`config.mk`:
```
export PLATFORM = sky130hd
export DESIGN_NAME = memoria_principal_resp
export DESIGN_NICKNAME = d
export VERILOG_FILES = /design/src/rtl/memoria_pkg.sv /design/src/rtl/memoria_array.sv /design/src/rtl/memoria_principal_resp.sv
export SDC_FILE = /design/constraint.sdc
export NUM_CORES = 1
export LEC_CHECK = 0
export CAP_MARGIN = 5
export CORE_MARGIN = 1
export CORE_UTILIZATION = 50
export CTS_CLUSTER_DIAMETER = 100
export DETAILED_ROUTE_END_ITERATION = 8
export PLACE_DENSITY = 0.68
export SYNTH_ARGS = -nofsm -noshare
export SYNTH_HDL_FRONTEND = slang
export SYNTH_HIERARCHICAL = 1
export SYNTH_SLANG_ARGS = --single-unit
```
`constraint.sdc`:
```
create_clock -name clock -period 2.81 [get_ports clock]
set_clock_uncertainty 0.05 [all_clocks]
set_input_delay 0.4215 -clock clock [delete_from_list [all_inputs] [get_ports clock]]
set_output_delay 0.4215 -clock clock [all_outputs]
set_load 0.03 [all_outputs]
```
`src/rtl/memoria_pkg.sv`:
```
// Shared definitions for the cache/memory interface: responder FSM states and
// the default word/address widths used by both the cache controller and memory.
package memoria_pkg;

    localparam int unsigned MEM_DATA_W = 3;
    localparam int unsigned MEM_ADDR_W = 5;

    typedef enum logic [1:0] {
        IDLE,
        WB_WAIT,
        RD_WAIT,
        RESP
    } mem_state_e;

endpackage

```
`src/rtl/memoria_array.sv`:
```
// Main-memory word store: synchronous write, combinational read,
// synchronous clear of every word on reset.
module memoria_array #(
    parameter int unsigned DATA_W = 3,
    parameter int unsigned ADDR_W = 5
) (
    input  logic              i_clk,
    input  logic              i_rst,
    input  logic              i_we,
    input  logic [ADDR_W-1:0] i_waddr,
    input  logic [DATA_W-1:0] i_wdata,
    input  logic [ADDR_W-1:0] i_raddr,
    output logic [DATA_W-1:0] o_rdata
);

    localparam int unsigned DEPTH = 2 ** ADDR_W;

    logic [DATA_W-1:0] r_mem [DEPTH];

    always_ff @(posedge i_clk) begin
        if (i_rst) begin
            for (int unsigned i = 0; i < DEPTH; i++) begin
                r_mem[i] <= '0;
            end
        end else if (i_we) begin
            r_mem[i_waddr] <= i_wdata;
        end
    end

    assign o_rdata = r_mem[i_raddr];

endmodule

```
`src/rtl/memoria_principal_resp.sv`:
```
// Memory-side responder: optional victim write-back then optional fill read,
// each phase taking LATENCY cycles, completed by a one-cycle ack.
module memoria_principal_resp
    import memoria_pkg::*;
#(
    parameter int unsigned DATA_W  = MEM_DATA_W,
    parameter int unsigned ADDR_W  = MEM_ADDR_W,
    parameter int unsigned LATENCY = 2
) (
    input  logic              clock,
    input  logic              reset,
    input  logic              req,
    input  logic              req_wb,
    input  logic              req_fill,
    input  logic [ADDR_W-1:0] wb_addr,
    input  logic [DATA_W-1:0] wb_data,
    input  logic [ADDR_W-1:0] fill_addr,
    output logic              busy,
    output logic              ack,
    output logic [DATA_W-1:0] fill_data
);

    if (LATENCY < 1 || LATENCY > 15) begin : g_bad_latency
        $fatal(1, "memoria_principal_resp: LATENCY must be in 1..15");
    end

    localparam logic [3:0] CNT_LOAD = 4'(LATENCY - 1);

    mem_state_e        r_state, w_next_state;
    logic [3:0]        r_cnt, w_cnt_next;
    logic              r_busy, r_ack;
    logic [DATA_W-1:0] r_fill_data;

    logic              r_wb, r_fill;
    logic [ADDR_W-1:0] r_wb_addr, r_fill_addr;
    logic [DATA_W-1:0] r_wb_data;

    logic              w_capture, w_we, w_load_fill;
    logic [DATA_W-1:0] w_rdata;

    memoria_array #(
        .DATA_W(DATA_W),
        .ADDR_W(ADDR_W)
    ) u_array (
        .i_clk  (clock),
        .i_rst  (reset),
        .i_we   (w_we),
        .i_waddr(r_wb_addr),
        .i_wdata(r_wb_data),
        .i_raddr(r_fill_addr),
        .o_rdata(w_rdata)
    );

    always_comb begin
        w_next_state = r_state;
        w_cnt_next   = r_cnt;
        w_capture    = 1'b0;
        w_we         = 1'b0;
        w_load_fill  = 1'b0;
        case (r_state)
            IDLE: begin
                // Routing uses the live request bits since they are captured on this same edge
                if (req) begin
                    w_capture  = 1'b1;
                    w_cnt_next = CNT_LOAD;
                    if (req_wb)        w_next_state = WB_WAIT;
                    else if (req_fill) w_next_state = RD_WAIT;
                    else               w_next_state = RESP;
                end
            end
            WB_WAIT: begin
                if (r_cnt == 4'd0) begin
                    w_we = 1'b1;
                    if (r_fill) begin
                        w_next_state = RD_WAIT;
                        w_cnt_next   = CNT_LOAD;
                    end else begin
                        w_next_state = RESP;
                    end
                end else begin
                    w_cnt_next = r_cnt - 4'd1;
                end
            end
            RD_WAIT: begin
                if (r_cnt == 4'd0) begin
                    w_load_fill  = 1'b1;
                    w_next_state = RESP;
                end else begin
                    w_cnt_next = r_cnt - 4'd1;
                end
            end
            RESP: begin
                w_next_state = IDLE;
            end
            default: begin
                w_next_state = IDLE;
            end
        endcase
    end

    always_ff @(posedge clock) begin
        if (reset) begin
            r_state     <= IDLE;
            r_cnt       <= '0;
            r_busy      <= 1'b0;
            r_ack       <= 1'b0;
            r_fill_data <= '0;
            r_wb        <= 1'b0;
            r_fill      <= 1'b0;
            r_wb_addr   <= '0;
            r_wb_data   <= '0;
            r_fill_addr <= '0;
        end else begin
            r_state <= w_next_state;
            r_cnt   <= w_cnt_next;
            r_busy  <= (w_next_state != IDLE);
            r_ack   <= (w_next_state == RESP);
            if (w_capture) begin
                r_wb        <= req_wb;
                r_fill      <= req_fill;
                r_wb_addr   <= wb_addr;
                r_wb_data   <= wb_data;
                r_fill_addr <= fill_addr;
            end
            if (w_load_fill) begin
                r_fill_data <= w_rdata;
            end
        end
    end

    assign busy      = r_busy;
    assign ack       = r_ack;
    assign fill_data = r_fill_data;

endmodule

```
======== After elaboration in Yosys (flattened, before gate mapping) ========
Memory sizes are Yosys's and may differ from the RTL's. A register that Yosys moved wholly into a read port is not among the register bits.
Index checks and enable logic that the tools add are counted.
W data, S select, Z words.
storage, ports and cells
  register bits ........................... 22
  bits in writable memories ............... 96
  logic and storage cells ................. 48
  memories kept ........................... 1
operators by class
  reduce and logical (&&, ||, !) cells .... 6
  eq/ne operators ......................... 7
  add/subtract/negate cells ............... 1
  multiplexer cells ....................... 25
memories
  memory         depth  bits a word  rd ports  clocked after Yosys merged registers in  wr ports  RTL line             text
  u_array.r_mem  32     3            1         1                                        32        memoria_array.sv:18  logic [DATA_W-1:0] r_mem [DEPTH];
operator list
  cell                   count
  $mux W4                4
  $mux W1                13
  $pmux W4 S3            1
  $mux W2                4
  $pmux W2 S4            1
  $eq A2 B2 Y1 const B   3
  $mux W5                1
  $logic_not A4 Y1       1
  $ne A2 B2 Y1 const B   2
  $reduce_and A4 Y1      1
  $sub A4 B1 Y4 const B  1
  $mux W3                1
  $ne A3 B3 Y1 const B   1
  $reduce_bool A3 Y1     1
  $reduce_or A3 Y1       1
  $eq A2 B1 Y1 const B   1
  $logic_not A2 Y1       1
  $reduce_bool A2 Y1     1

======== Longest topological paths before layout ========
Gate-level depths: netlist of run 1.
  depth in word-level cells ............... 8
  depth in mapped cells ................... 9
  depth with buffers taken out ............ 7

======== By module ========
The synthesis of run 1 kept the hierarchy.
by module, submodules not included
  module                  cells each  sequential area each (µm²)  area each (µm²)  instances
  memoria_array           323         2882.8                      4713.3           1
  memoria_principal_resp  138         500.5                       1146.1           1

======== Least setup slack after synthesis of run 1 ========
OpenSTA, ideal clock, no wires.
  path kind ............................... reg2reg
  start ................................... reg r_cnt[0]
  end ..................................... mem u_array.r_mem[28][0], enable pin
  path slack .............................. 0.495 ns
  cell stages (with the launch flop) ...... 10
  path buffers ............................ 2
  period minus slack after synthesis ...... 2.315 ns
  data required time ...................... 2.458 ns
  data arrival time ....................... 1.964 ns
  cells stage by stage .................... dfxtp_1 -> inv_1 -> ha_1 -> nor3b_2 -> buf_6 -> and2_1 -> or4b_1 -> clkbuf_1 -> nor2_1 -> or2_1
RTL lines
  item                      RTL line                       text
  start: declaration        memoria_principal_resp.sv:30   logic [3:0] r_cnt, w_cnt_next;
  start signal: assignment  memoria_principal_resp.sv:115  r_cnt <= w_cnt_next;
  end: declaration          memoria_array.sv:18

==> impl_metrics.sql, run 1 <==
INSERT INTO impl_metrics (metric_group, metric, value, unit) VALUES
('yosys', 'syn-cell-area', '0.00586', 'mm^2'),
('floorplanning', 'die_footprint', '0.0122', 'mm^2'),
('power_and_ir_drop', 'irDropWorstVdd', '497', 'uV'),
('clock_tree', 'cts-buffers-inserted', '17', ''),
('placed_design', 'gp_congestion', '0.802', ''),
('grt', 'grt-ovfl-total', '0', ''),
('layout', 'instances_no_fill', '642', ''),
('grt', 'grt_start_max_net_pins', '44', ''),
('yosys', 'synthesis.nets', '486', ''),
('routing', 'drt-wirelength-per-cell', '19.3', 'um'),
('run_status', 'status', 'complete, no violations', ''),
('clock_tree', 'cts_sinks', '121', ''),
('clock_tree', 'postCtsSetupBuffers', '0', ''),
('layout', 'layout-area-overhead-vs-synth', '16.6', '%'),
('flow_run', 'drv_cap', '0', ''),
('yosys', 'synth.top_cell.area_share', '0.492', ''),
('power_and_ir_drop', 'powerDensity', '794', 'mW/mm^2'),
('worst_hold_path', 'hold_path.class', 'primary input to flop', ''),
('clock_tree', 'clock_insertion_delay_worst_skew', '0.42', 'ns'),
('yosys', 'synth_seq_area_share', '0.577', ''),
('routing', 'detail-route-antenna-nets', '0', ''),
('layout', 'utilization', '0.599', ''),
('yosys', 'synth.ff_latch_count', '121', ''),
('yosys', 'ys.flop_type', 'sky130_fd_sc_hd__edfxtp_1', ''),
('sta', 'report.final.slew_viol_count', '0', ''),
('yosys', 'synth_area_leaders', 'sky130_fd_sc_hd__edfxtp_1 49%, sky130_fd_sc_hd__mux4_2 12%, sky130_fd_sc_hd__and2_1 10%, sky130_fd_sc_hd__dfxtp_1 8.5%, sky130_fd_sc_hd__or2_1 3.4%', ''),
('critical_path', 'crit_path_max_incr_delay', '0.70', 'ns'),
('clock_tree', 'tritoncts', 'built', ''),
('sta', 'worst_pin_slew', '0.533', 'ns'),
('sta', 'maxClockFrequency', '0.392', 'GHz'),
('clock_tree', 'clk_transition_reported_paths', '0.05', 'ns'),
('placed_design', 'detailed_place_hpwl', '8.04', 'mm'),
('clock_tree', 'clk_path_buf_depth', '2', ''),
('sta', 'grt_setup_unrepaired', 'false', ''),
('floorplanning', 'fp-row-count', '39', ''),
('routing', 'drt_first_iter_violations', '358', ''),
('critical_path', 'crit_chain', 'inv_1 -> ha_1 -> nor3b_2 -> and2_1 -> or4b_1 -> nor2_1 -> or2_1', ''),
('placed_design', 'port_buffers', '22', ''),
('clock_tree', 'root_buffer', 'sky130_fd_sc_hd__clkbuf_16', ''),
('sta', 'fin_tns_setup', '0', 'ns'),
('sta', 'fin_crit_sh', '0.908', ''),
('critical_path', 'cp_num_buf_inv', '1', ''),
('yosys', 'synth_async_sr_flop_share', '0', ''),
('placed_design', 'place.detailed.instances', '610', ''),
('layout', 'share_of_cells_above_drive_strength_1', '0.164', ''),
('grt', 'first_global_vias', '3624', ''),
('critical_path', 'setup.worst_path.class', 'flop to flop', ''),
('critical_path', 'critPathMaxFanout', '8', ''),
('yosys', 'postSynthAreaPerCell', '12.7', 'um^2'),
('yosys', 'synth_top_area_cell', 'sky130_fd_sc_hd__edfxtp_1', ''),
('sta', 'finalSetupViolations', '0', ''),
('yosys', 'postSynthCellCount', '461', ''),
('floorplanning', 'dieHeight', '110', 'um'),
('critical_path', 'arrival', '2.62', 'ns'),
('clock_tree', 'ctsResizeCount', '0', ''),
('routing', 'dr.pass1.iters', '5', ''),
('grt', 'grt_antenna_before_repair', '0', ''),
('critical_path', 'critical_path.top_delay_family', 'simple AND/OR/NAND/NOR gates', ''),
('sta', 'finalCriticalPeriod', '2.55', 'ns'),
('grt', 'grt_util_met3', '0.0570', ''),
('layout', 'nets', '511', ''),
('clock_tree', 'cts_max_level', '4', ''),
('grt', 'grt_first_pass_wirelength', '19.0', 'mm'),
('routing', 'post_drt_via_cell_ratio', '5.65', ''),
('critical_path', 'critPathLaunchType', 'flop', ''),
('yosys', 'synth-edff-count', '96', ''),
('routing', 'drc', '0', ''),
('sta', 'maxSlewHeadroom', '0.644', ''),
('power_and_ir_drop', 'p_leak', '2.45', 'nW'),
('routing', 'num_vias', '3628', ''),
('critical_path', 'crit_path_top_delay_cell', 'sky130_fd_sc_hd__or4b_1', '');
[area by class of cell]
cell class,instances,area (um^2)
Timing Repair Buffer,34,318
Clock inverter,14,180
Multi-Input combinational cell,305,2320
Inverter,7,26.3
Sequential cell,121,3380
Fill cell,905,4580
Clock buffer,18,429
Tap cell,143,179
[metrics by stage]
step	setup WS (ns)	instance area, um^2	hold WS, ns	power (mW)
5_1_grt	0.109	6830	0.364	5.64
3_3_place_gp	0.446	6220	0.403	3.19
3_5_place_dp	0.307	6220	0.408	3.21
6_report	0.259	6830	0.379	5.42
2_1_floorplan	0.495	5860	0.383	2.91
4_1_cts	0.267	6830	0.353	5.45
[power breakdown]
group	leakage (nW)	internal (mW)	switching, mW
Combinational	0.970	0.444	0.591
Sequential	1.20	2.05	0.0996
Clock	0.284	1.47	0.768
Total	2.45	3.97	1.46
[final timing paths]
| kind | start | endpoint | slack [ns] | depth (start not counted) |
|---|---|---|---|---|
| max reg2reg | r_cnt[0] | u_array/r_mem[28][0] | 0.26 | 7 |
| min reg2reg | fill_data[0] | fill_data[0] | 0.42 | 2 |
| max | r_cnt[0] | u_array/r_mem[28][0] | 0.26 | 7 |
| min | reset | r_fill_addr[0] | 0.38 | 2 |
[synthesized netlist by cell type (2+ instances only)]
library cell	instances
sky130_fd_sc_hd__a21o_1	2
sky130_fd_sc_hd__a21oi_1	19
sky130_fd_sc_hd__and2_1	97
sky130_fd_sc_hd__buf_1	2
sky130_fd_sc_hd__buf_2	3
sky130_fd_sc_hd__buf_6	3
sky130_fd_sc_hd__clkbuf_1	20
sky130_fd_sc_hd__dfxtp_1	25
sky130_fd_sc_hd__edfxtp_1	96
sky130_fd_sc_hd__ha_1	7
sky130_fd_sc_hd__inv_1	6
sky130_fd_sc_hd__mux2_2	3
sky130_fd_sc_hd__mux4_2	30
sky130_fd_sc_hd__nand2_1	36
sky130_fd_sc_hd__nand3_1	4
sky130_fd_sc_hd__nand3b_1	3
sky130_fd_sc_hd__nand4bb_1	2
sky130_fd_sc_hd__nor2_1	37
sky130_fd_sc_hd__nor2b_1	2
sky130_fd_sc_hd__nor4_1	2
sky130_fd_sc_hd__o21ai_0	3
sky130_fd_sc_hd__o21ai_1	2
sky130_fd_sc_hd__or2_1	32
sky130_fd_sc_hd__or3b_1	2
[layout by cell type (no fill, tap or decap), types with 2 or more instances in the layout]
master | netlist | final
sky130_fd_sc_hd__edfxtp_1 | 96 | 96
sky130_fd_sc_hd__nand3b_1 | 3 | 3
sky130_fd_sc_hd__nand3_1 | 4 | 4
sky130_fd_sc_hd__mux2_2 | 3 | 3
sky130_fd_sc_hd__nand2_1 | 36 | 36
sky130_fd_sc_hd__clkinv_2 | 0 | 2
sky130_fd_sc_hd__buf_4 | 0 | 11
sky130_fd_sc_hd__or2_1 | 32 | 32
sky130_fd_sc_hd__dfxtp_1 | 25 | 25
sky130_fd_sc_hd__clkinv_1 | 0 | 3
sky130_fd_sc_hd__clkbuf_16 | 0 | 17
sky130_fd_sc_hd__a21oi_1 | 19 | 19
sky130_fd_sc_hd__nor4_1 | 2 | 2
sky130_fd_sc_hd__bufinv_16 | 0 | 4
sky130_fd_sc_hd__clkdlybuf4s50_1 | 0 | 21
sky130_fd_sc_hd__mux4_2 | 30 | 30
sky130_fd_sc_hd__a21o_1 | 2 | 2
sky130_fd_sc_hd__nor2b_1 | 2 | 2
sky130_fd_sc_hd__o21ai_1 | 2 | 2
sky130_fd_sc_hd__inv_1 | 6 | 6
sky130_fd_sc_hd__nand4bb_1 | 2 | 2
sky130_fd_sc_hd__nor2_1 | 37 | 37
sky130_fd_sc_hd__and2_1 | 97 | 97
sky130_fd_sc_hd__o21ai_0 | 3 | 3
sky130_fd_sc_hd__clkinvlp_4 | 0 | 4
sky130_fd_sc_hd__ha_1 | 7 | 7
sky130_fd_sc_hd__or3b_1 | 2 | 2
[metal layers]
metal | wire [um] | up-vias
li1 | - | 1696
met5 | 0 | -
met3 | 662 | 20
met2 | 6050 | 116
met1 | 5410 | 1796
met4 | 255 | 0
[state kept, by name, summed over array words and instances, names as in the netlist]
signal,count
u_array/r_mem,96
r_fill_addr,5
r_wb_addr,5
r_cnt,4
fill_data,3
r_wb_data,3
r_state,2
ack,1
busy,1
r_fill,1
[kinds of logic (layout without fill, tap and decap cells)]
kind of cell / Yosys count / in the layout / share of synthesized area
and+or+nand+nor: 228 / 228 / 0.218
muxes: 33 / 33 / 0.121
DFF: 121 / 121 / 0.577
buffers and inverters: 35 / 73 / 0.0269
AOI/OAI and AO/OA: 37 / 37 / 0.0421
adders and majority gates: 7 / 7 / 0.0149
No activity file was read; power rests on OpenSTA's default activity.
==> inputs of run 2 (changes only) <==
Settings changed: RECOVER_POWER set to 50.
==> run 2 against run 1 <==
Effect of this change:
- clock power barely moved
- maximum frequency down 2.7%
- via count is 0.83% lower
- total power shrank 0.69%
- combinational power down 4%
- first-iteration DRC count decreased by 20%
- sequential power barely moved
- critical path depth unchanged
- hold slack lost 0.0093 ns
- register-to-register slack worse by 0.07 ns
- final cell count stayed put
- critical path type unchanged
- largest power group unchanged
==> impl_metrics.sql, run 2 (synthesis results as in run 1) <==
INSERT INTO impl_metrics (metric_group, metric, value, unit) VALUES
('worst_hold_path', 'min-delay-start', 'reset', ''),
('routing', 'num_vias', '3598', ''),
('routing', 'detail-route-antenna-nets', '0', ''),
('grt', 'grt-ovfl-total', '0', ''),
('placed_design', 'gp_congestion', '0.802', ''),
('routing', 'drt-wirelength-per-cell', '19.1', 'um'),
('critical_path', 'arrival', '2.69', 'ns'),
('power_and_ir_drop', 'irDropWorstVdd', '492', 'uV'),
('critical_path', 'regToRegEndpoint', 'u_array/r_mem[28][0]', ''),
('layout', 'nets', '511', ''),
('clock_tree', 'ctsResizeCount', '0', ''),
('clock_tree', 'clock_insertion_delay_worst_skew', '0.42', 'ns'),
('critical_path', 'critical_path.top_delay_family', 'simple AND/OR/NAND/NOR gates', ''),
('run_status', 'status', 'complete, no violations', ''),
('grt', 'grt_start_max_net_pins', '44', ''),
('power_and_ir_drop', 'pwr-share-seq', '0.400', ''),
('clock_tree', 'clk_path_buf_depth', '2', ''),
('sta', 'hold_viol_final', '0', ''),
('critical_path', 'critPathMaxFanout', '8', ''),
('clock_tree', 'cts_max_level', '4', ''),
('grt', 'first_global_vias', '3624', ''),
('layout', 'number_of_inserted_diodes', '0', ''),
('sta', 'fin_tns_setup', '0', 'ns'),
('power_and_ir_drop', 'cellInternalPower', '3.94', 'mW'),
('sta', 'maxClockFrequency', '0.382', 'GHz'),
('power_and_ir_drop', 'clockPowerShare', '0.415', ''),
('power_and_ir_drop', 'power.net_switching', '1.45', 'mW'),
('power_and_ir_drop', 'total_power', '5.39', 'mW'),
('sta', 'report.final.slew_viol_count', '0', ''),
('layout', 'share_of_cells_above_drive_strength_1', '0.156', ''),
('clock_tree', 'post_cts_hold_buffer_count', '0', ''),
('sta', 'grt_setup_unrepaired', 'false', ''),
('critical_path', 'setup.worst_path.class', 'flop to flop', ''),
('grt', 'grt_first_pass_wirelength', '19.0', 'mm'),
('worst_hold_path', 'hold_path.class', 'primary input to flop', ''),
('clock_tree', 'cts-buffers-inserted', '17', ''),
('power_and_ir_drop', 'p_leak', '2.39', 'nW'),
('clock_tree', 'clk_transition_reported_paths', '0.05', 'ns'),
('clock_tree', 'root_buffer', 'sky130_fd_sc_hd__clkbuf_16', ''),
('critical_path', 'critPathLaunchType', 'flop', ''),
('power_and_ir_drop', 'sw_share', '0.269', ''),
('power_and_ir_drop', 'powerDensity', '791', 'mW/mm^2'),
('placed_design', 'detailed_place_hpwl', '8.04', 'mm'),
('layout', 'register_containing_the_most_flip_flops_in_the_final_layout', 'u_array/r_mem', ''),
('layout', 'largestRegisters', 'u_array/r_mem (96), r_fill_addr (5), r_wb_addr (5)', ''),
('routing', 'drc', '0', ''),
('grt', 'grt_util_all_layers', '0.226', ''),
('critical_path', 'crit-reg2reg-launch', 'r_cnt[0]', ''),
('layout', 'fill_cells', '910', ''),
('critical_path', 'timing.critical_path.to_type', 'flop', ''),
('layout', 'largest_register_ffs', '96', ''),
('worst_hold_path', 'min_path_cells', '2', ''),
('clock_tree', 'postCtsSetupBuffers', '0', ''),
('floorplanning', 'core_area', '0.0114', 'mm^2'),
('floorplanning', 'ioPinCount', '23', ''),
('sta', 'finalCriticalPeriod', '2.62', 'ns'),
('power_and_ir_drop', 'comb_power_share', '0.186', ''),
('floorplanning', 'fp-row-count', '39', ''),
('floorplanning', 'initial_core_util', '0.513', ''),
('routing', 'dr.pass1.iters', '4', ''),
('sta', 'worst_pin_slew', '0.674', 'ns'),
('clock_tree', 'cts_sinks', '121', ''),
('routing', 'detail_route.wirelength', '12.3', 'mm'),
('placed_design', 'place.detailed.instances', '610', ''),
('critical_path', 'crit_chain', 'inv_1 -> ha_1 -> nor3b_2 -> and2_0 -> or4b_1 -> nor2_1 -> or2_1', ''),
('grt', 'grt_antenna_before_repair', '0', ''),
('critical_path', 'crit_path_start', 'r_cnt[0]', ''),
('layout', 'layout-area-overhead-vs-synth', '16.2', '%'),
('critical_path', 'crit_path_top_delay_cell', 'sky130_fd_sc_hd__or4b_1', ''),
('layout', 'final_common_cell', 'sky130_fd_sc_hd__edfxtp_1', ''),
('critical_path', 'worst-endpoint-required', '2.88', 'ns'),
('sta', 'finalSetupViolations', '0', ''),
('layout', 'final_cell_mix', '96 x sky130_fd_sc_hd__edfxtp_1, 50 x sky130_fd_sc_hd__and2_0, 48 x sky130_fd_sc_hd__and2_1, 37 x sky130_fd_sc_hd__nor2_1, 36 x sky130_fd_sc_hd__nand2_1', ''),
('clock_tree', 'tritoncts', 'built', ''),
('layout', 'instances_no_fill', '642', ''),
('critical_path', 'cp_num_buf_inv', '1', ''),
('floorplanning', 'die_x', '110', 'um'),
('critical_path', 'r2r_slack', '0.19', 'ns'),
('critical_path', 'crit_path_max_incr_delay', '0.71', 'ns'),
('flow_run', 'drv_cap', '0', ''),
('placed_design', 'port_buffers', '22', ''),
('sta', 'holdWs', '0.370', 'ns'),
('sta', 'fin_crit_sh', '0.933', ''),
('routing', 'post_drt_via_cell_ratio', '5.60', ''),
('sta', 'maxSlewHeadroom', '0.551', ''),
('floorplanning', 'die_footprint', '0.0122', 'mm^2'),
('routing', 'drt_first_iter_violations', '285', ''),
('worst_hold_path', 'worst_hold_path.endpoint', 'r_wb_addr[2]', ''),
('floorplanning', 'dieHeight', '110', 'um'),
('critical_path', 'worstRegToRegCells', '7', '');
-- run 2: cell count changes in the layout (fill, tap and decap cells not counted), moves of 2 or more --
cell / previous run / this run
sky130_fd_sc_hd__and2_0: 1 / 50
sky130_fd_sc_hd__and2_1: 97 / 48
sky130_fd_sc_hd__buf_4: 11 / 7
sky130_fd_sc_hd__clkbuf_1: 1 / 5
sky130_fd_sc_hd__clkdlybuf4s50_1: 21 / 16
sky130_fd_sc_hd__dlygate4sd3_1: 0 / 5
sky130_fd_sc_hd__o21ai_0: 3 / 5
sky130_fd_sc_hd__o21ai_1: 2 / 0
sky130_fd_sc_hd__or2_0: 0 / 4
sky130_fd_sc_hd__or2_1: 32 / 28
-- run 2: how the worst max path moves through the flow --
stage | end | slack, ns | depth (start not counted)
6_report | u_array/r_mem[28][0] | 0.19 | 7
5_1_grt | u_array/r_mem[4][2] | 0.06 | 7
4_1_cts | u_array/r_mem[28][0] | 0.27 | 7
3_5_place_dp | u_array/r_mem[28][1] | 0.31 | 7
3_3_place_gp | u_array/r_mem[4][1] | 0.45 | 7
2_1_floorplan | u_array/r_mem[28][0] | 0.49 | 9
-- run 2: final cells by class --
class / instances / area (um^2) / share of cell area
clock inverter: 14 / 180 / 0.0265
timing repair buffer: 34 / 303 / 0.0445
sequential: 121 / 3380 / 0.497
tap: 143 / 179 / 0.0263
clock buffer: 18 / 429 / 0.0630
multi-input combinational: 305 / 2310 / 0.339
inverter: 7 / 26.3 / 0.00386
-- run 2: per-stage QoR --
| stage | setup WS [ns] | util | instance area [um^2] |
|---|---|---|---|
| after floorplan | 0.495 | - | 5860 |
| after global placement | 0.446 | 0.545 | 6220 |
| after detailed placement | 0.307 | 0.545 | 6220 |
| after CTS | 0.267 | 0.599 | 6830 |
| after global routing | 0.0607 | 0.596 | 6810 |
| final | 0.189 | 0.596 | 6810 |
-- run 2: power by group through the flow --
stage,clock network [mW],registers [mW],logic (mW)
finish,2.23,2.15,1.00
global route,2.34,2.17,1.09
CTS,2.26,2.15,1.04
detailed placement,0,2.19,1.03
global placement,0,2.18,1.01
floorplan,0,2.19,0.717
-- run 2: per-layer routing --
metal  vias up  share of wire  global-route usage
met1      1759           0.43               0.290
met5         -              0                   0
li1       1696              -                   -
met2       118           0.48               0.360
met4         0          0.024               0.108
met3        25          0.064              0.0570
==> inputs of run 3 (changes only) <==
Settings changed: CAP_MARGIN 5 to 40, GPL_TIMING_DRIVEN set to 0.
==> run 3 against run 2 <==
Effect of this change:
- core utilization is 0.099 points lower
- setup slack improved by 0.019 ns
- non-clock buffer count grew 16
- routed wire length grew 7.3%
- total power down 3.6%
- maximum frequency rose by 0.75%
- sequential share of layout area increased by 0.082 points
- clock-buffer cell count grew 2
- final area fell by 0.17%
- largest power group is now registers
- critical path depth grew 1
- hold slack improved by 0.040 ns
- global-route usage is 1.6 points higher
==> impl_metrics.sql, run 3 (synthesis results as in run 1) <==
INSERT INTO impl_metrics (metric_group, metric, value, unit) VALUES
('clock_tree', 'cts_sinks', '121', ''),
('sta', 'maxClockFrequency', '0.384', 'GHz'),
('power_and_ir_drop', 'irDropWorstVdd', '615', 'uV'),
('critical_path', 'worst-endpoint-required', '2.88', 'ns'),
('routing', 'drt-wirelength-per-cell', '20.0', 'um'),
('sta', 'finalWorstSetupSlack', '0.208', 'ns'),
('sta', 'worst_pin_slew', '0.670', 'ns'),
('placed_design', 'detailed_place_hpwl', '9.27', 'mm'),
('floorplanning', 'ioPinCount', '23', ''),
('floorplanning', 'dieHeight', '110', 'um'),
('layout', 'layout-area-overhead-vs-synth', '16.0', '%'),
('routing', 'drt_first_iter_violations', '248', ''),
('sta', 'maxSlewHeadroom', '0.553', ''),
('clock_tree', 'root_buffer', 'sky130_fd_sc_hd__clkbuf_16', ''),
('layout', 'utilization', '0.595', ''),
('routing', 'post_drt_via_cell_ratio', '5.50', ''),
('floorplanning', 'die_footprint', '0.0122', 'mm^2'),
('clock_tree', 'clk_path_buf_depth', '2', ''),
('routing', 'drc', '0', ''),
('layout', 'register_containing_the_most_flip_flops_in_the_final_layout', 'u_array/r_mem', ''),
('sta', 'finalCriticalPeriod', '2.60', 'ns'),
('placed_design', 'gp_congestion', '0.805', ''),
('clock_tree', 'clk_transition_reported_paths', '0.05', 'ns'),
('placed_design', 'port_buffers', '22', ''),
('sta', 'hold_viol_final', '0', ''),
('sta', 'report.final.slew_viol_count', '0', ''),
('grt', 'grt_start_max_net_pins', '17', ''),
('critical_path', 'crit_chain', 'inv_1 -> ha_1 -> nor3b_2 -> buf_6 -> and2_1 -> or4b_4 -> nor2_1 -> or2_1', ''),
('worst_hold_path', 'min-delay-start', 'r_fill_addr[0]', ''),
('routing', 'dr.pass1.iters', '4', ''),
('grt', 'first_global_vias', '3723', ''),
('layout', 'number_of_inserted_diodes', '0', ''),
('layout', 'largest_register_ffs', '96', ''),
('layout', 'final_cell_mix', '96 x sky130_fd_sc_hd__edfxtp_1, 61 x sky130_fd_sc_hd__and2_1, 37 x sky130_fd_sc_hd__and2_0, 37 x sky130_fd_sc_hd__nor2_1, 36 x sky130_fd_sc_hd__nand2_1', ''),
('layout', 'share_of_cells_above_drive_strength_1', '0.144', ''),
('sta', 'finalSetupViolations', '0', ''),
('power_and_ir_drop', 'powerDensity', '764', 'mW/mm^2'),
('grt', 'grt_first_pass_wirelength', '20.1', 'mm'),
('placed_design', 'dpl_cell_area', '0.00626', 'mm^2'),
('critical_path', 'arrival', '2.67', 'ns'),
('worst_hold_path', 'worst_hold_path.endpoint', 'r_fill_addr[0]', ''),
('clock_tree', 'clock_insertion_delay_worst_skew', '0.42', 'ns'),
('critical_path', 'crit_path_top_delay_cell', 'sky130_fd_sc_hd__or4b_4', ''),
('layout', 'nets', '527', ''),
('run_status', 'status', 'complete, no violations', ''),
('routing', 'detail-route-antenna-nets', '0', ''),
('clock_tree', 'cts-buffers-inserted', '17', ''),
('floorplanning', 'initial_core_util', '0.513', ''),
('grt', 'grt_util_all_layers', '0.242', ''),
('routing', 'num_vias', '3618', ''),
('floorplanning', 'fp-row-count', '39', ''),
('critical_path', 'crit-reg2reg-launch', 'r_cnt[0]', ''),
('critical_path', 'crit_path_max_incr_delay', '0.60', 'ns'),
('layout', 'final_common_cell', 'sky130_fd_sc_hd__edfxtp_1', ''),
('critical_path', 'critPathLaunchType', 'flop', ''),
('clock_tree', 'cts_max_level', '4', ''),
('sta', 'fin_crit_sh', '0.926', ''),
('grt', 'grt_antenna_before_repair', '0', ''),
('critical_path', 'regToRegEndpoint', 'u_array/r_mem[24][0]', ''),
('worst_hold_path', 'min_path_cells', '2', ''),
('routing', 'detail_route.wirelength', '13.2', 'mm'),
('placed_design', 'place_ws', '-0.0882', 'ns'),
('critical_path', 'worstRegToRegCells', '8', ''),
('grt', 'grt-ovfl-total', '0', ''),
('sta', 'fin_tns_setup', '0', 'ns'),
('critical_path', 'cp_num_buf_inv', '2', ''),
('layout', 'largestRegisters', 'u_array/r_mem (96), r_fill_addr (5), r_wb_addr (5)', ''),
('critical_path', 'critPathMaxFanout', '10', ''),
('sta', 'grt_setup_unrepaired', 'false', ''),
('floorplanning', 'die_x', '110', 'um'),
('critical_path', 'r2r_slack', '0.21', 'ns'),
('power_and_ir_drop', 'p_leak', '2.40', 'nW'),
('floorplanning', 'core_area', '0.0114', 'mm^2'),
('layout', 'final_cell_area', '0.00680', 'mm^2'),
('critical_path', 'setup.worst_path.class', 'flop to flop', ''),
('worst_hold_path', 'hold_path.class', 'flop to flop', ''),
('clock_tree', 'tritoncts', 'built', ''),
('critical_path', 'timing.critical_path.to_type', 'flop', ''),
('flow_run', 'drv_cap', '0', ''),
('critical_path', 'critical_path.top_delay_family', 'simple AND/OR/NAND/NOR gates', '');
-- run 3: timing repair --
action,in CTS,in global routing
hold buffers,0,0
endpoints found under the hold margin,0,0
setup buffers,0,1
setup endpoints to repair,0,35
gates resized for setup,0,5
-- run 3: area by class of cell --
cell class | count | area (um^2)
Multi-Input combinational cell | 305 | 2310
Sequential cell | 121 | 3380
Buffer | 27 | 129
Fill cell | 926 | 4620
Clock buffer | 20 | 437
Tap cell | 143 | 179
Timing Repair Buffer | 23 | 224
Inverter | 7 | 26.3
Clock inverter | 12 | 108
-- run 3: stage by stage --
step	instances	total power, mW	hold WS (ns)
2_1_floorplan	461	2.91	0.383
3_3_place_gp	626	3.22	0.389
3_5_place_dp	626	3.24	0.406
4_1_cts	658	5.25	0.414
5_1_grt	658	5.41	0.440
6_report	658	5.19	0.410
-- run 3: routing by layer --
metal	vias to the layer above	routed length, um	track usage	share of wire
met5	-	0	0	0
met4	0	269	0.104	0.020
met3	22	963	0.0694	0.073
met2	104	6460	0.403	0.49
met1	1763	5500	0.293	0.42
li1	1729	-	-	-
-- run 3: power by group --
part	switching (mW)	leakage, nW	total [mW]	internal (mW)
Sequential	0.109	1.20	2.16	2.05
Combinational	0.592	0.935	1.03	0.433
Clock	0.724	0.267	2.00	1.28
Total	1.43	2.40	5.19	3.77
-- run 3: how the worst max path moves through the flow --
stage                   from              endpoint  slack (ns)  depth (start not counted)
global route        r_cnt[0]  u_array/r_mem[20][0]        0.06                          8
floorplan           r_cnt[0]  u_array/r_mem[28][0]        0.49                          9
finish              r_cnt[0]  u_array/r_mem[24][0]        0.21                          8
CTS                 r_cnt[0]  u_array/r_mem[20][0]       0.001                          9
detailed placement     reset  u_array/r_mem[20][0]       -0.09                          5
global placement       reset  u_array/r_mem[20][0]       -0.04                          5
-- run 3: tightest hold or removal path, cell delays in order, from the launching register on --
cell and delay, ns:
sky130_fd_sc_hd__dfxtp_1 0.30, sky130_fd_sc_hd__nand2_1 0.05, sky130_fd_sc_hd__a21oi_1 0.05
==> variant 1: new RTL, settings of run 1 <==
Reset style: asynchronous (`i_rst` and `reset`), changed in 2 clocked blocks. Comments in the files are not updated.
--- a/src/rtl/memoria_array.sv
+++ b/src/rtl/memoria_array.sv
@@ -19,3 +19,3 @@
 
-    always_ff @(posedge i_clk) begin
+    always_ff @(posedge i_clk or posedge i_rst) begin
         if (i_rst) begin
--- a/src/rtl/memoria_principal_resp.sv
+++ b/src/rtl/memoria_principal_resp.sv
@@ -100,3 +100,3 @@
 
-    always_ff @(posedge clock) begin
+    always_ff @(posedge clock or posedge reset) begin
         if (reset) begin
Behaviour: differs if reset is asserted again (counterexample within 4 cycles, from zero or initial values and one cycle with reset high); with reset held inactive, the same outputs for 10 cycles.
==> variant 1 against run 1 <==
- highest routed layer unchanged
- sequential cell count did not move
- count of clock-buffer cells in the layout rose by 2
- routed wire length down 0.96%
- synthesized cell count shrank 16%
- final area decreased by 1.2%
- non-clock buffer count shrank 3
- area after synthesis fell by 2.1%
- setup slack better by 0.011 ns
Power is not compared: it rests on default switching activity, and its combinational part moved more than twofold at a synthesized area within 25%.
==> variant 1: results (changes against run 1) <==
{| class="wikitable"
! Metric !! Value
|-
| NumNets Final || 446 (-13%)
|-
| Setup slack after placement || 0.305 ns (-0.00223 ns)
|-
| Met3 routed wirelength || 404 um (-39%)
|-
| Met1 routing resource usage after global routing || 0.315 (+0.0249)
|-
| Top cells by area, synth || sky130_fd_sc_hd__dfrtp_1, sky130_fd_sc_hd__mux2_2, sky130_fd_sc_hd__mux4_2, sky130_fd_sc_hd__ha_1, sky130_fd_sc_hd__nand2_1
|-
| Wire length of the first global-routing pass || 19800 um (+4.1%)
|-
| Path class of the lowest-slack min-delay path || in2async
|-
| Length of routed met2 wiring || 6060 um (+0.17%)
|-
| Number of cells on the worst reg-to-reg path || 6 (-1)
|-
| Arrival time at the worst endpoint || 2.79 ns (+0.17 ns)
|-
| R2R Path End || u_array/r_mem[22]
|-
| Largest regs || u_array/r_mem x96, r_fill_addr x5, r_wb_addr x5
|-
| Critical Path Max Stage Delay || 0.54 ns (-0.16 ns)
|-
| Cell type of the slowest stage on the worst timing path || sky130_fd_sc_hd__or3b_2
|-
| Netlist cell types || 38 (-19%)
|-
| Final estimated routing congestion in global placement || 0.815 (+1.5%)
|-
| Number of fill cells in the layout || 854 (-5.6%)
|-
| Non-filler instance count after layout || 570 (-11%)
|-
| Maximum number of pins on one net before global-route repair || 37 (-16%)
|-
| Main synth FF type || sky130_fd_sc_hd__dfrtp_1
|-
| Worst R2R Start || r_state[1]
|-
| Commonest cells post-synth || sky130_fd_sc_hd__dfrtp_1, sky130_fd_sc_hd__mux2_2, sky130_fd_sc_hd__mux4_2, sky130_fd_sc_hd__nand2_1, sky130_fd_sc_hd__nor2_1
|-
| Vias in the first global route || 3606 (-0.50%)
|-
| Total instance count after detailed placement || 542 (-11%)
|-
| First DRT Iteration DRCs || 230 (-36%)
|-
| Syn Nets || 414 (-15%)
|-
| Detailed-placement wirelength estimate || 8310 um (+3.4%)
|-
| Global-route usage over all layers || 0.234 (+0.00783)
|-
| Post-detailed-placement cell area || 0.00614 mm^2 (-1.3%)
|-
| Register area share after synthesis || 0.528 (-0.0494)
|-
| Minimum hold slack || 0.249 ns (-0.130 ns)
|-
| Average wire per cell in the routed design || 21.5 um (+12%)
|-
| Result of the run || finished, final reports clean
|-
| Fraction of registers with async set/reset || 1.00 (+1.00)
|-
| Met3 track demand over resource in global routing || 0.0604 (+0.00335)
|}
-- variant 1: cell types whose count changed in the layout (fill, tap and decap cells not counted), moves of 25 or more --
| cell | before | now |
|---|---|---|
| sky130_fd_sc_hd__dfxtp_1 | 25 | 0 |
| sky130_fd_sc_hd__dfrtp_1 | 0 | 121 |
| sky130_fd_sc_hd__or2_1 | 32 | 0 |
| sky130_fd_sc_hd__edfxtp_1 | 96 | 0 |
| sky130_fd_sc_hd__mux2_2 | 3 | 116 |
| sky130_fd_sc_hd__and2_1 | 97 | 0 |
-- variant 1: cell type report --
class                      count  area [um^2]  share of cell area
sequential                   121         3030               0.449
clock inverter                 8          148              0.0219
tap                          140          175              0.0260
inverter                       9         37.5             0.00556
multi-input combinational    241         2580               0.382
clock buffer                  20          457              0.0677
timing repair buffer          31          325              0.0482
-- variant 1: worst max-delay path by stage --
stage                         startpoint                 to  slack (ns)
after floorplan           r_fill_addr[2]       fill_data[0]        0.46
after global placement        r_state[1]  u_array/r_mem[21]        0.40
after detailed placement      r_state[1]  u_array/r_mem[22]        0.30
after CTS                     r_state[1]  u_array/r_mem[22]        0.28
after global routing          r_state[1]  u_array/r_mem[34]        0.15
final                         r_state[1]  u_array/r_mem[22]        0.27
-- variant 1: kinds of logic after synthesis --
kind of cell,share of synthesized area
mux,0.347
flops,0.528
simple gates,0.0611
buf+inv,0.0223
compound gates,0.0260
fa+ha+maj,0.0153
-- variant 1: worst max-delay path, delay by kind of cell (launching register included) --
kind / cells / cell delay, ns
muxes: 1 / 0.38
buffers and inverters: 1 / 0.16
DFF: 1 / 0.42
adders and majority gates: 1 / 0.33
and+or+nand+nor: 3 / 1.08
==> variant 2: new RTL, config.mk and constraints of run 1 <==
Without the edit above. Set the package constant `MEM_ADDR_W` to 7 (it was 5).
--- a/src/rtl/memoria_pkg.sv
+++ b/src/rtl/memoria_pkg.sv
@@ -5,3 +5,3 @@
     localparam int unsigned MEM_DATA_W = 3;
-    localparam int unsigned MEM_ADDR_W = 5;
+    localparam int unsigned MEM_ADDR_W = 7;
 
Interface: changed (resized fill_addr and wb_addr); port bits go from 23 to 27. No check against the original RTL was run, so the function may have changed too.
==> variant 2 against run 1 <==
- the flow now finishes with violations (negative setup slack)
- setup slack got worse by 0.37 ns
- sequential cell count up 292
- routed wire length rose to 3.7 times the old value
- hold slack worse by 0.023 ns
- power grew to 2.9 times the old value
- area after synthesis rose to 3.4 times the old value
- critical path depth unchanged
- final area rose to 3.3 times the old value
- critical path type unchanged
==> variant 2: results (changes against run 1) <==
{| class="wikitable"
! Metric !! Value
|-
| Violated checks || negative setup slack
|-
| Worst voltage drop across the vdd grid || 0.410 mV (-17%)
|-
| Buffers on Ports || 26 (+18%)
|-
| Crit path max fanout || 26 (+18)
|-
| Largest regs || u_array/r_mem x384, r_fill_addr x7, r_wb_addr x7
|-
| Cell type group with the largest total delay on the critical path || multiplexers
|-
| Commonest cells post-synth || sky130_fd_sc_hd__edfxtp_1, sky130_fd_sc_hd__and3_1, sky130_fd_sc_hd__clkbuf_1, sky130_fd_sc_hd__mux4_2, sky130_fd_sc_hd__a21o_1
|-
| Standby leakage power || 0.00960 uW (+290%)
|-
| First DRT Iteration DRCs || 1271 (+260%)
|-
| Critical Path Max Stage Delay || 0.58 ns (-0.12 ns)
|-
| Met3 routed wirelength || 3070 um (+360%)
|-
| Detailed-routing wirelength on met1 || 19700 um (+260%)
|-
| Number of synthesized flops with an enable pin || 384 (+300%)
|-
| Number of buffers on the longest clock path || 3 (+1)
|-
| Worst Setup Slack, final || -0.109 ns (-0.368 ns)
|-
| Setup slack after placement || -0.0797 ns (-0.387 ns)
|-
| Worst rel slew slack || 0.478 (-0.166)
|-
| Total clock buffers created by CTS || 44 (+27)
|-
| Final wirelength || 46000 um (+270%)
|-
| Wire length of the first global-routing pass || 71300 um (+280%)
|-
| Result of the run || finished, violations left
|-
| Detailed-placement wirelength estimate || 28700 um (+260%)
|-
| Clk_lat worst skew || 0.56 ns (+0.14 ns)
|-
| Register area share after synthesis || 0.609 (+0.0316)
|-
| Finish-stage setup viols || 3 (+3)
|-
| Average wire per cell in the routed design || 23.8 um (+24%)
|-
| Netlist cell types || 40 (-15%)
|-
| H-tree depth reported by CTS || 2 (-2)
|-
| Number of fill cells in the layout || 2970 (+230%)
|-
| Vias per inst || 6.24 (+10%)
|-
| Final estimated routing congestion in global placement || 0.768 (-4.3%)
|-
| Synthesized instance count || 1406 (+200%)
|-
| Worst R2R Start || r_fill_addr[0]
|-
| Cell type of the slowest stage on the worst timing path || sky130_fd_sc_hd__mux4_2
|-
| Top cells by area, synth || sky130_fd_sc_hd__edfxtp_1, sky130_fd_sc_hd__mux4_2, sky130_fd_sc_hd__and3_1, sky130_fd_sc_hd__a21o_1, sky130_fd_sc_hd__clkbuf_1
|}
==> variant 2: report_power, final <==
group,switching (uW),total [uW],internal [uW]
combinational,1460,2620,1150
clock,2360,5680,3330
sequential,240,7210,6970
total,4060,15500,11500
==> variant 2: layer usage <==
layer,global-route usage,vias to the layer above
met3,0.0316,61
met5,0,-
met2,0.372,475
met1,0.331,6127
met4,0.0536,0
li1,-,5390
==> variant 2: layout make-up <==
cell class / instances / area, um^2 / share of cell area
clock inverters: 22 / 230 / 0.0102
multi-input cells: 795 / 7110 / 0.316
inverters: 12 / 45.0 / 0.00200
repair buffers: 112 / 1180 / 0.0526
flip-flops and latches: 413 / 12100 / 0.538
well taps: 518 / 648 / 0.0288
clock buffers: 59 / 1180 / 0.0523
==> variant 2: cells by family (layout without fill, tap and decap cells) <==
kind of cell	count (synthesis)	in the layout	synth area share
AOI/OAI and AO/OA	163	163	0.0578
buffers and inverters	198	205	0.0394
and+or+nand+nor	497	497	0.146
adders and majority gates	6	6	0.00377
DFF	413	413	0.609
muxes	129	129	0.144
==> variant 2: worst min path at each step <==
stage | start | to | cells past startpoint
floorplan | r_fill_addr[0] | r_fill_addr[0] | 2
CTS | wb_data[1] | r_wb_data[1] | 3
detailed placement | r_fill_addr[1] | r_fill_addr[1] | 2
finish | wb_data[1] | r_wb_data[1] | 3
global route | reset | u_array/r_mem[33][0] | 2
global placement | r_fill_addr[1] | r_fill_addr[1] | 2
==> variant 2: what timing repair did <==
item                                    in CTS  in global routing
endpoints found under the setup margin       3                140
setup buffers                                3                  2
gates cloned                                 0                  0
resized for setup                            4                  7
==> variant 2: per-stage QoR <==
step / setup TNS, ns / instance area [um^2] / hold WS [ns] / util
6_report: -0.298 / 22500 / 0.357 / 0.579
4_1_cts: -0.229 / 22500 / 0.342 / 0.577
3_3_place_gp: -0.175 / 21000 / 0.413 / 0.540
3_5_place_dp: -0.226 / 21000 / 0.416 / 0.540
2_1_floorplan: 0 / 19900 / 0.385 / -
5_1_grt: -0.443 / 22500 / 0.377 / 0.579
==> variant 2: tightest hold or removal path: cells and delay by family <==
family | cells | cell delay (ns)
and+or+nand+nor | 1 | 0.06
buffers and inverters | 1 | 0.40
AOI/OAI and AO/OA | 1 | 0.05
